==> src/rtl/wsa_result_deskew_pkg.sv <==
// ----------------------------------------------------------------------------
// wsa_result_deskew_pkg: shared widths, defaults and FSM encoding (rev 1.0)
// ----------------------------------------------------------------------------
`default_nettype none

package wsa_result_deskew_pkg;

  localparam int DEF_N     = 16;
  localparam int DEF_M     = 16;
  localparam int DEF_DEPTH = 4;
  localparam int DEF_WIDTH = 8;
  localparam int DEF_K     = 16;

  // Partial accumulator width: full product plus growth over K additions.
  function automatic int acc_width(input int width, input int k);
    return 2 * width + $clog2(k);
  endfunction

  typedef enum logic [1:0] {
    IDLE    = 2'd0,
    COLLECT = 2'd1,
    DONE    = 2'd2
  } state_t;

endpackage

`default_nettype wire

==> src/rtl/wsa_row_fifo.sv <==
// ----------------------------------------------------------------------------
// wsa_row_fifo: synchronous row FIFO with registered storage and flags (rev 1.0)
// ----------------------------------------------------------------------------
`default_nettype none

module wsa_row_fifo
  import wsa_result_deskew_pkg::*;
#(
  parameter int W     = 8,
  parameter int DEPTH = DEF_DEPTH
) (
  input  logic         clk,
  input  logic         rst_n,
  input  logic         clr,
  input  logic         push,
  input  logic [W-1:0] wdata,
  input  logic         pop,
  output logic [W-1:0] rdata,
  output logic         full,
  output logic         empty
);

  localparam int AW = $clog2(DEPTH);

  logic [W-1:0] mem [DEPTH];
  logic [AW:0]  wr_ptr;
  logic [AW:0]  rd_ptr;
  logic         do_wr;
  logic         do_rd;

  // Extra wrap bit on each pointer distinguishes full from empty.
  assign empty = (wr_ptr == rd_ptr);
  assign full  = (wr_ptr[AW] != rd_ptr[AW]) && (wr_ptr[AW-1:0] == rd_ptr[AW-1:0]);
  assign do_rd = pop && !empty;
  assign do_wr = push && (!full || do_rd);
  assign rdata = mem[rd_ptr[AW-1:0]];

  always_ff @(posedge clk or negedge rst_n) begin
    if (!rst_n) begin
      wr_ptr <= '0;
      rd_ptr <= '0;
    end else if (clr) begin
      wr_ptr <= '0;
      rd_ptr <= '0;
    end else begin
      if (do_wr) wr_ptr <= wr_ptr + (AW + 1)'(1);
      if (do_rd) rd_ptr <= rd_ptr + (AW + 1)'(1);
    end
  end

  always_ff @(posedge clk or negedge rst_n) begin
    if (!rst_n) begin
      for (int i = 0; i < DEPTH; i++) mem[i] <= '0;
    end else if (do_wr && !clr) begin
      mem[wr_ptr[AW-1:0]] <= wdata;
    end
  end

endmodule

`default_nettype wire

==> src/rtl/wsa_result_deskew.sv <==
// ----------------------------------------------------------------------------
// wsa_result_deskew: sums partial pairs, realigns staggered columns into rows,
// tags them with a row index and queues them for the consumer (rev 1.0)
// ----------------------------------------------------------------------------
`default_nettype none

module wsa_result_deskew
  import wsa_result_deskew_pkg::*;
#(
  parameter int N     = DEF_N,
  parameter int M     = DEF_M,
  parameter int ACC_W = acc_width(DEF_WIDTH, DEF_K),
  parameter int DEPTH = DEF_DEPTH
) (
  input  logic                   clk,
  input  logic                   rst_n,
  input  logic                   clc,
  input  logic [N-1:0]           in_valid,
  input  logic [2*ACC_W*N-1:0]   in_result,
  output logic                   out_valid,
  input  logic                   out_ready,
  output logic [ACC_W*N-1:0]     out_data,
  output logic [$clog2(M):0]     out_row,
  output logic                   out_last,
  output logic                   tile_done,
  output logic                   ovf,
  output logic                   err
);

  localparam int ROW_W  = $clog2(M) + 1;
  localparam int FIFO_W = ROW_W + ACC_W * N;

  logic [N-1:0][ACC_W-1:0] s1_sum;
  logic [N-1:0]            s1_vld;
  logic [N-1:0][ACC_W-1:0] dly_sum;
  logic [N-1:0]            dly_vld;
  logic                    al_vld;
  logic                    al_bad;
  logic [ACC_W*N-1:0]      al_data;
  state_t                  state_q;
  state_t                  state_d;
  logic [ROW_W-1:0]        row_cnt;
  logic                    pop;
  logic                    full;
  logic                    empty;
  logic                    do_push;
  logic                    ovf_evt;
  logic                    err_evt;
  logic                    done_evt;
  logic [FIFO_W-1:0]       fifo_rdata;

  // Stage 1: pairwise sum, wrapping modulo 2^ACC_W.
  always_ff @(posedge clk or negedge rst_n) begin
    if (!rst_n)   s1_vld <= '0;
    else if (clc) s1_vld <= '0;
    else          s1_vld <= in_valid;
  end

  always_ff @(posedge clk) begin
    for (int j = 0; j < N; j++) begin
      s1_sum[j] <= in_result[2*j*ACC_W +: ACC_W] + in_result[(2*j+1)*ACC_W +: ACC_W];
    end
  end

  for (genvar j = 0; j < N; j++) begin : g_col
    localparam int D = N - 1 - j;
    if (D == 0) begin : g_pass
      assign dly_sum[j] = s1_sum[j];
      assign dly_vld[j] = s1_vld[j];
    end else begin : g_delay
      logic [ACC_W-1:0] sr_sum [D];
      logic [D-1:0]     sr_vld;

      always_ff @(posedge clk or negedge rst_n) begin
        if (!rst_n) begin
          sr_vld <= '0;
        end else if (clc) begin
          sr_vld <= '0;
        end else begin
          sr_vld[0] <= s1_vld[j];
          for (int k = 1; k < D; k++) sr_vld[k] <= sr_vld[k-1];
        end
      end

      always_ff @(posedge clk) begin
        sr_sum[0] <= s1_sum[j];
        for (int k = 1; k < D; k++) sr_sum[k] <= sr_sum[k-1];
      end

      assign dly_sum[j] = sr_sum[D-1];
      assign dly_vld[j] = sr_vld[D-1];
    end
  end

  // Column N-1 is the row timing reference; a missing earlier column is flagged.
  always_ff @(posedge clk or negedge rst_n) begin
    if (!rst_n) begin
      al_vld <= 1'b0;
      al_bad <= 1'b0;
    end else if (clc) begin
      al_vld <= 1'b0;
      al_bad <= 1'b0;
    end else begin
      al_vld <= dly_vld[N-1];
      al_bad <= dly_vld[N-1] & ~(&dly_vld);
    end
  end

  always_ff @(posedge clk) begin
    al_data <= dly_sum;
  end

  assign out_valid = !empty;
  assign pop       = out_valid && out_ready;

  always_ff @(posedge clk or negedge rst_n) begin
    if (!rst_n) state_q <= IDLE;
    else        state_q <= state_d;
  end

  always_comb begin
    state_d  = state_q;
    do_push  = 1'b0;
    ovf_evt  = 1'b0;
    err_evt  = al_vld && al_bad;
    done_evt = 1'b0;
    if (al_vld) begin
      if (state_q == DONE) begin
        err_evt = 1'b1;
      end else if (full && !pop) begin
        ovf_evt = 1'b1;
      end else begin
        do_push = 1'b1;
        if (row_cnt == ROW_W'(M - 1)) begin
          done_evt = 1'b1;
          state_d  = DONE;
        end else begin
          state_d  = COLLECT;
        end
      end
    end
    if (clc) begin
      state_d  = IDLE;
      do_push  = 1'b0;
      ovf_evt  = 1'b0;
      err_evt  = 1'b0;
      done_evt = 1'b0;
    end
  end

  always_ff @(posedge clk or negedge rst_n) begin
    if (!rst_n) begin
      row_cnt   <= '0;
      ovf       <= 1'b0;
      err       <= 1'b0;
      tile_done <= 1'b0;
    end else if (clc) begin
      row_cnt   <= '0;
      ovf       <= 1'b0;
      err       <= 1'b0;
      tile_done <= 1'b0;
    end else begin
      if (do_push) row_cnt <= row_cnt + ROW_W'(1);
      if (ovf_evt) ovf <= 1'b1;
      if (err_evt) err <= 1'b1;
      tile_done <= done_evt;
    end
  end

  wsa_row_fifo #(
    .W     (FIFO_W),
    .DEPTH (DEPTH)
  ) u_fifo (
    .clk   (clk),
    .rst_n (rst_n),
    .clr   (clc),
    .push  (do_push),
    .wdata ({row_cnt, al_data}),
    .pop   (pop),
    .rdata (fifo_rdata),
    .full  (full),
    .empty (empty)
  );

  assign out_data = fifo_rdata[ACC_W*N-1:0];
  assign out_row  = fifo_rdata[FIFO_W-1 -: ROW_W];
  assign out_last = out_valid && (out_row == ROW_W'(M - 1));

endmodule

`default_nettype wire
==> config.mk <==
export PLATFORM = sky130hd
export DESIGN_NAME = wsa_result_deskew
export DESIGN_NICKNAME = d
export VERILOG_FILES = /design/src/rtl/wsa_result_deskew_pkg.sv /design/src/rtl/wsa_row_fifo.sv /design/src/rtl/wsa_result_deskew.sv
export SDC_FILE = /design/constraint.sdc
export NUM_CORES = 2
export LEC_CHECK = 0
export ABC_AREA = 1
export CORE_ASPECT_RATIO = 0.7
export CORE_UTILIZATION = 40
export CTS_CLUSTER_SIZE = 40
export DETAILED_ROUTE_END_ITERATION = 8
export HOLD_SLACK_MARGIN = 0.1
export PLACE_DENSITY = 0.64
export SYNTH_ARGS = -nofsm -noshare
export SYNTH_HDL_FRONTEND = slang
export SYNTH_HIERARCHICAL = 1
export SYNTH_SLANG_ARGS = --single-unit
export TNS_END_PERCENT = 50
==> constraint.sdc <==
create_clock -name clk -period 3.1 [get_ports clk]
set_clock_uncertainty 0.05 [all_clocks]
set_input_delay 0.62 -clock clk [delete_from_list [all_inputs] [get_ports clk]]
set_output_delay 0.62 -clock clk [all_outputs]
set_load 0.05 [all_outputs]
======== Word-level counts from Yosys, hierarchy flattened ========
Memory sizes are Yosys's and may differ from the RTL's. A register that Yosys moved wholly into a read port is not among the register bits.
Cells that the tools add are included.
word-level totals
  register bits after elaboration ......... 2,094
  bits in writable memories ............... 2,400
  output and inout port bits .............. 330
  logic and storage cells ................. 172
  memories ................................ 15
cells by class
  add/sub/neg operators ................... 19
  $lt $le $gt $ge ......................... 3
  equality and inequality tests ........... 8
  mux-type cells .......................... 55
  bitwise logic cells ..................... 4
  reductions and logical operators ........ 22
memories
  name                     words  width  rd ports  clocked after memory_dff  write ports  line                     text
  g_col[0].g_delay.sr_sum  15     20     15        1                         15           wsa_result_deskew.sv:71  logic [ACC_W-1:0] sr_sum [D];
  g_col[1].g_delay.sr_sum  14     20     14        1                         14           wsa_result_deskew.sv:71
  g_col[2].g_delay.sr_sum  13     20     13        1                         13           wsa_result_deskew.sv:71
  g_col[3].g_delay.sr_sum  12     20     12        1                         12           wsa_result_deskew.sv:71
  g_col[4].g_delay.sr_sum  11     20     11        1                         11           wsa_result_deskew.sv:71
  g_col[5].g_delay.sr_sum  10     20     10        1                         10           wsa_result_deskew.sv:71
  +9 memories              -      -      -         -                         -            -
operators with widths
  cell                                                                   number
  1300-bit bitwise mux                                                   1
  325-bit 2-to-1 mux                                                     3
  325-bit binary-select mux with 2-bit select                            1
  325-bit demux with 2-bit select                                        1
  20-bit adder                                                           16
  1-bit 2-to-1 mux                                                       23
  16-bit 2-to-1 mux                                                      1
  16-bit AND reduction                                                   1
  15-bit 2-to-1 mux                                                      1
  3-bit 2-to-1 mux                                                       5
  5-bit 2-to-1 mux                                                       3
  14-bit 2-to-1 mux                                                      1
  13-bit 2-to-1 mux                                                      1
  12-bit 2-to-1 mux                                                      1
  2-bit 2-to-1 mux                                                       6
  2-bit nonzero test                                                     6
  11-bit 2-to-1 mux                                                      1
  5-bit by 4-bit equality test with 1-bit output, second input constant  2
  10-bit 2-to-1 mux                                                      1
  1-bit logical AND                                                      9
  9-bit 2-to-1 mux                                                       1
  8-bit 2-to-1 mux                                                       1
  7-bit 2-to-1 mux                                                       1
  3-bit by 1-bit adder with 3-bit output, second input constant          2
  other kinds (16)                                                       22

======== Logic depth before layout (Yosys ltp) ========
  word-level depth ........................ 12
  depth in mapped cells ................... 14
  depth with buffers taken out ............ 12

======== Hierarchy ========
Netlist, hierarchy kept.
modules (own cells, without submodules)
  module             instances  cells each  area each (um^2)  seq. area each (um^2)
  wsa_result_deskew  1          7,115       84,229.5          64,561.9
  wsa_row_fifo       1          7,393       57,617.8          32,681.3

======== Least setup slack after synthesis ========
Ideal clock, no wire load.
  path type ............................... register to output
  start ................................... reg u_fifo.rd_ptr[0]
  end ..................................... out out_last
  arrival time ............................ 3.484 ns
  setup slack ............................. -1.054 ns
  cell stages (with the launch flop) ...... 10
  path buffers ............................ 4
  path through ............................ dfrtp_1 buf_2 clkbuf_1 inv_1 clkbuf_1 clkbuf_1 o21ai_0 o22ai_1 nand4_1 nor3_1
on the way
  word-level cells in the longest chain between the ends .. 6
  elaborated cells between the ends (all ways) .. 8
  those cells by class .................... eq/ne (2); mux (3); bitwise (1); reduce/logical (2)
ends and longest elaborated chain
  element                                                line                      text
  start, declared                                        wsa_row_fifo.sv:27        logic [AW:0] rd_ptr;
  start signal, assigned                                 wsa_row_fifo.sv:47        if (do_rd) rd_ptr <= rd_ptr + (AW + 1)'(1);
  2-bit NOT with 3-bit output (implied by the code)      wsa_row_fifo.sv:36        assign rdata = mem[rd_ptr[AW-1:0]];
  325-bit binary-select mux with 2-bit select            wsa_row_fifo.sv:36
  325-bit 2-to-1 mux (implied by the code) (2 in a row)  wsa_row_fifo.sv:36
  net out_row[3]                                         wsa_result_deskew.sv:23   output logic [$clog2(M):0] out_row,
  5-bit by 4-bit equality test with 1-bit output         wsa_result_deskew.sv:187  assign out_last = out_valid && (out_row == ROW_W'(M - 1));
  1-bit logical AND                                      wsa_result_deskew.sv:187
  end, declared                                          wsa_result_deskew.sv:24   output logic out_last,
The timed path passes the listed nets, and every way through them passes these cells. The select of a mux whose other input is x is not followed.

======== Worst setup path after layout ========
  start ................................... reg u_fifo.rd_ptr[0]
  end ..................................... out out_data[29]
on the way
  word-level cells in the longest chain between the ends .. 4
ends and longest elaborated chain
  element                                                line                     text
  2-bit NOT with 3-bit output (implied by the code)      wsa_row_fifo.sv:36
  325-bit binary-select mux with 2-bit select            wsa_row_fifo.sv:36
  325-bit 2-to-1 mux (implied by the code) (2 in a row)  wsa_row_fifo.sv:36
  end, declared                                          wsa_result_deskew.sv:22  output logic [ACC_W*N-1:0] out_data,
Every way passes these cells. The select of a mux whose other input is x is not followed.

==> impl_metrics.py <==
metrics = {
    "status": {
        "status": "finished, violations left",
        "violations": "setup timing",
    },
    "detailed_routing": {
        "post-route-drc-count": 0,
        "vias": 99900,
        "drtPass1Iterations": 6,
        "drtAntennaViolNets": 0,
        "wire_per_inst_um": 17.6,
        "wl_mm": 369,
        "drtIter0Drc": 9063,
        "post_drt_via_cell_ratio": 4.75,
    },
    "setup_path": {
        "cp.required_ns": 2.43,
        "critPathArrivalTime_ns": 2.80,
        "crit_fanout": 10,
        "cp-start-kind": "register",
        "critPathSlowestCell": "dfrtp_4",
        "end_kind": "primary output",
        "crit_chain": "buf_12 > clkinv_16 > buf_16 > buf_8 > clkbuf_16 > nor2_1 > o22ai_2 > buf_6 > buf_12",
        "critPathMaxStageDelay_ns": 0.51,
        "critPathKind": "reg2out",
        "critPathMostFrequentCell": "buf_12",
    },
    "clock_network": {
        "path_clk_slew_ns": 0.07,
        "htreeDepth": 5,
        "clock-sinks": 4494,
        "clk_latency_ns": 0.90,
        "clockRootBuffer": "clkbuf_16",
        "cts_buffer_depth": 4,
        "cts_tree": "built",
        "cts_made_buffers": 392,
    },
    "timing": {
        "worst_hold_slack_ns": 0.200,
        "min_period_over_period": 1.12,
        "rsz0062_at_grt": "yes",
        "worst_pin_slew_ns": 0.957,
        "timing.fmax_ghz": 0.288,
        "tns_ns": -91.60,
        "hold_violations": 0,
        "finalSetupViolCount": 647,
        "relSlewSlack": 0.356,
        "finalMaxSlewViolations": 0,
        "fin_ws_ns": -0.370,
        "min_period_ns": 3.47,
    },
    "layout": {
        "layout.nets": 17000,
        "layout-drive-gt1-share": 0.116,
        "area_growth_pct": 28.4,
        "fin_cells": 21000,
        "num-fill-cells": 30800,
    },
    "synthesis": {
        "synthFlopType": "dfxtp_1",
        "synth_cell_type_count": 31,
        "avgSynthCellArea_um2": 9.78,
        "synth_warnings": 306,
        "yosysSeqAreaShare": 0.686,
        "syn_nets": 15500,
        "synth_edf_count": 0,
        "synth_cells": 14500,
        "syn_area_mm2": 0.142,
        "async_flop_share": 0.324,
        "ys_seq_elements": 4494,
    },
    "global_route": {
        "gr-total-overflow": 0,
        "antenna_found_initial": 16,
        "grt.total_usage": 0.194,
        "grt_pass1_vias": 93900,
        "grt_max_degree": 97,
        "grt_pass1_wl_mm": 549,
    },
    "floorplan": {
        "initial_utilization": 0.403,
        "dieArea_mm2": 0.357,
        "core_mm2": 0.352,
        "num_rows": 182,
        "io_pins": 990,
        "die_w_um": 714,
        "die_h_um": 500,
    },
    "place": {
        "dp_hpwl_mm": 232,
        "portBuffers": 989,
        "gp_congestion": 0.888,
        "placed_cells": 20100,
    },
    "run": {
        "cap_viol_max_count": 0,
    },
    "power": {
        "p_leak_nw": 88.4,
        "total_power_mw": 173,
        "vdd_drop_max_v": 0.000783,
        "power.density_mw_per_mm2": 948,
    },
    "hold_path": {
        "hp-class": "in2reg",
    },
}
[logic make-up after synthesis]
logic type / share of synthesized area
AO/OA/AOI/OAI: 0.0498
XOR/XNOR: 0.0103
adder cells (fa/ha/maj): 0.0297
buffers and inverters: 0.0346
flip-flops: 0.686
AND/OR/NAND/NOR: 0.190
[cell usage after synthesis (12+ instances only)]
master	number	share of area
a21oi_1	248	0.0088
and2_1	34	0.0015
buf_1	12	0.00032
buf_2	235	0.0083
clkbuf_1	262	0.0069
dfrtp_1	1454	0.26
dfxtp_1	3040	0.43
fa_1	16	0.0023
ha_1	311	0.027
inv_1	702	0.019
nand2_1	5434	0.14
nand3_1	310	0.011
nand3b_1	16	0.00085
nand4_1	25	0.0011
nor2_1	1110	0.029
nor3_1	46	0.0016
o21ai_0	706	0.025
o21bai_1	32	0.0017
o22ai_1	327	0.014
xnor2_1	36	0.0022
xor2_1	129	0.0080
[state kept, by name (all words and copies together), names as in the netlist, 2 cells and up]
register,flops
g_col.g_delay.sr_vld,120
u_fifo/mem,1300
al_data,320
u_fifo/wr_ptr,3
dly_sum,20
u_fifo/rd_ptr,3
s1_vld,16
row_cnt,5
state_q,2
g_col.g_delay.sr_sum,2400
s1_sum,300
[cell usage in the layout, fill, tap and decap left out, types with 34 or more instances in the layout]
cell / n
xnor2_1: 36
nand3_1: 310
inv_1: 701
o21ai_1: 114
buf_6: 57
clkbuf_16: 442
o21ai_0: 550
nor3_1: 45
o22ai_1: 132
clkdlybuf4s50_1: 660
clkbuf_8: 74
dfxtp_1: 3040
o21ai_2: 35
xor2_1: 129
nor2_1: 1056
dfrtp_1: 1452
buf_12: 444
nor2_2: 35
ha_1: 311
nand2_1: 5434
and2_1: 34
a21oi_1: 248
buf_16: 47
o22ai_2: 178
clkbuf_1: 71
clkinv_2: 67
buf_4: 327
[worst paths after layout]
kind	endpoint	slack, ns	depth (start not counted)	startpoint
worst max register to register	u_fifo/mem[208]	-0.11	15	u_fifo/rd_ptr[1]
min in group asynchronous	u_fifo/mem[247]	0.32	2	rst_n
worst max-delay path	out_data[29]	-0.37	9	u_fifo/rd_ptr[0]
worst min-delay path	s1_vld[0]	0.20	3	in_valid[0]
worst min register to register	g_col[6].g_delay.sr_sum[0][9]	0.24	0	s1_sum[129]
max in group asynchronous	u_fifo/mem[179]	1.51	3	rst_n
[metal layers]
metal	share of wire	track usage	vias up	wire length [um]
met5	0	0	-	0
met4	0.027	0.0549	0	10100
met3	0.083	0.0383	603	30600
met2	0.44	0.299	3892	163000
met1	0.45	0.280	47000	166000
li1	-	-	48400	-
[cell type report]
cell class | instances | area (um2) | area share
Clock buffer | 552 | 11500 | 0.0630
Clock inverter | 174 | 2090 | 0.0115
Tap cell | 4692 | 5870 | 0.0322
Timing Repair Buffer | 1595 | 21200 | 0.116
Antenna cell | 5 | 12.5 | 0.0000687
Inverter | 704 | 2680 | 0.0147
Sequential cell | 4494 | 97300 | 0.534
Multi-Input combinational cell | 8793 | 41500 | 0.228
Timing Repair inverter | 1 | 8.76 | 0.0000481
[stage by stage]
step,worst slack [ns],instance area (um2),util
after global routing,-0.484,182000,0.517
after CTS,-0.462,179000,0.509
after detailed placement,-0.0621,164000,0.464
after floorplan,0.0496,142000,-
final,-0.370,182000,0.517
after global placement,0.0105,164000,0.464
[repair_timing]
action / CTS / global route
endpoints found under the hold margin: 236 / 0
gates resized for setup: 260 / 428
pin swaps: 65 / 96
gates cloned: 24 / 39
hold buffers: 3 / 0
buffers inserted: 30 / 66
endpoints found under the setup margin: 327 / 1577
[critical path: cells and delay by family (launching register included)]
kind,cells,cell delay [ns]
buffers and inverters,7,1.07
AO/OA/AOI/OAI,1,0.27
AND/OR/NAND/NOR,1,0.05
flip-flops,1,0.51
[power breakdown]
part / total [mW] / leakage, nW / switching [mW] / internal [mW]
clock network: 50.2 / 6.66 / 21.6 / 28.5
logic: 50.9 / 36.2 / 29.3 / 21.6
registers: 71.5 / 45.5 / 3.92 / 67.6
No activity file was read; power rests on OpenSTA's default activity.
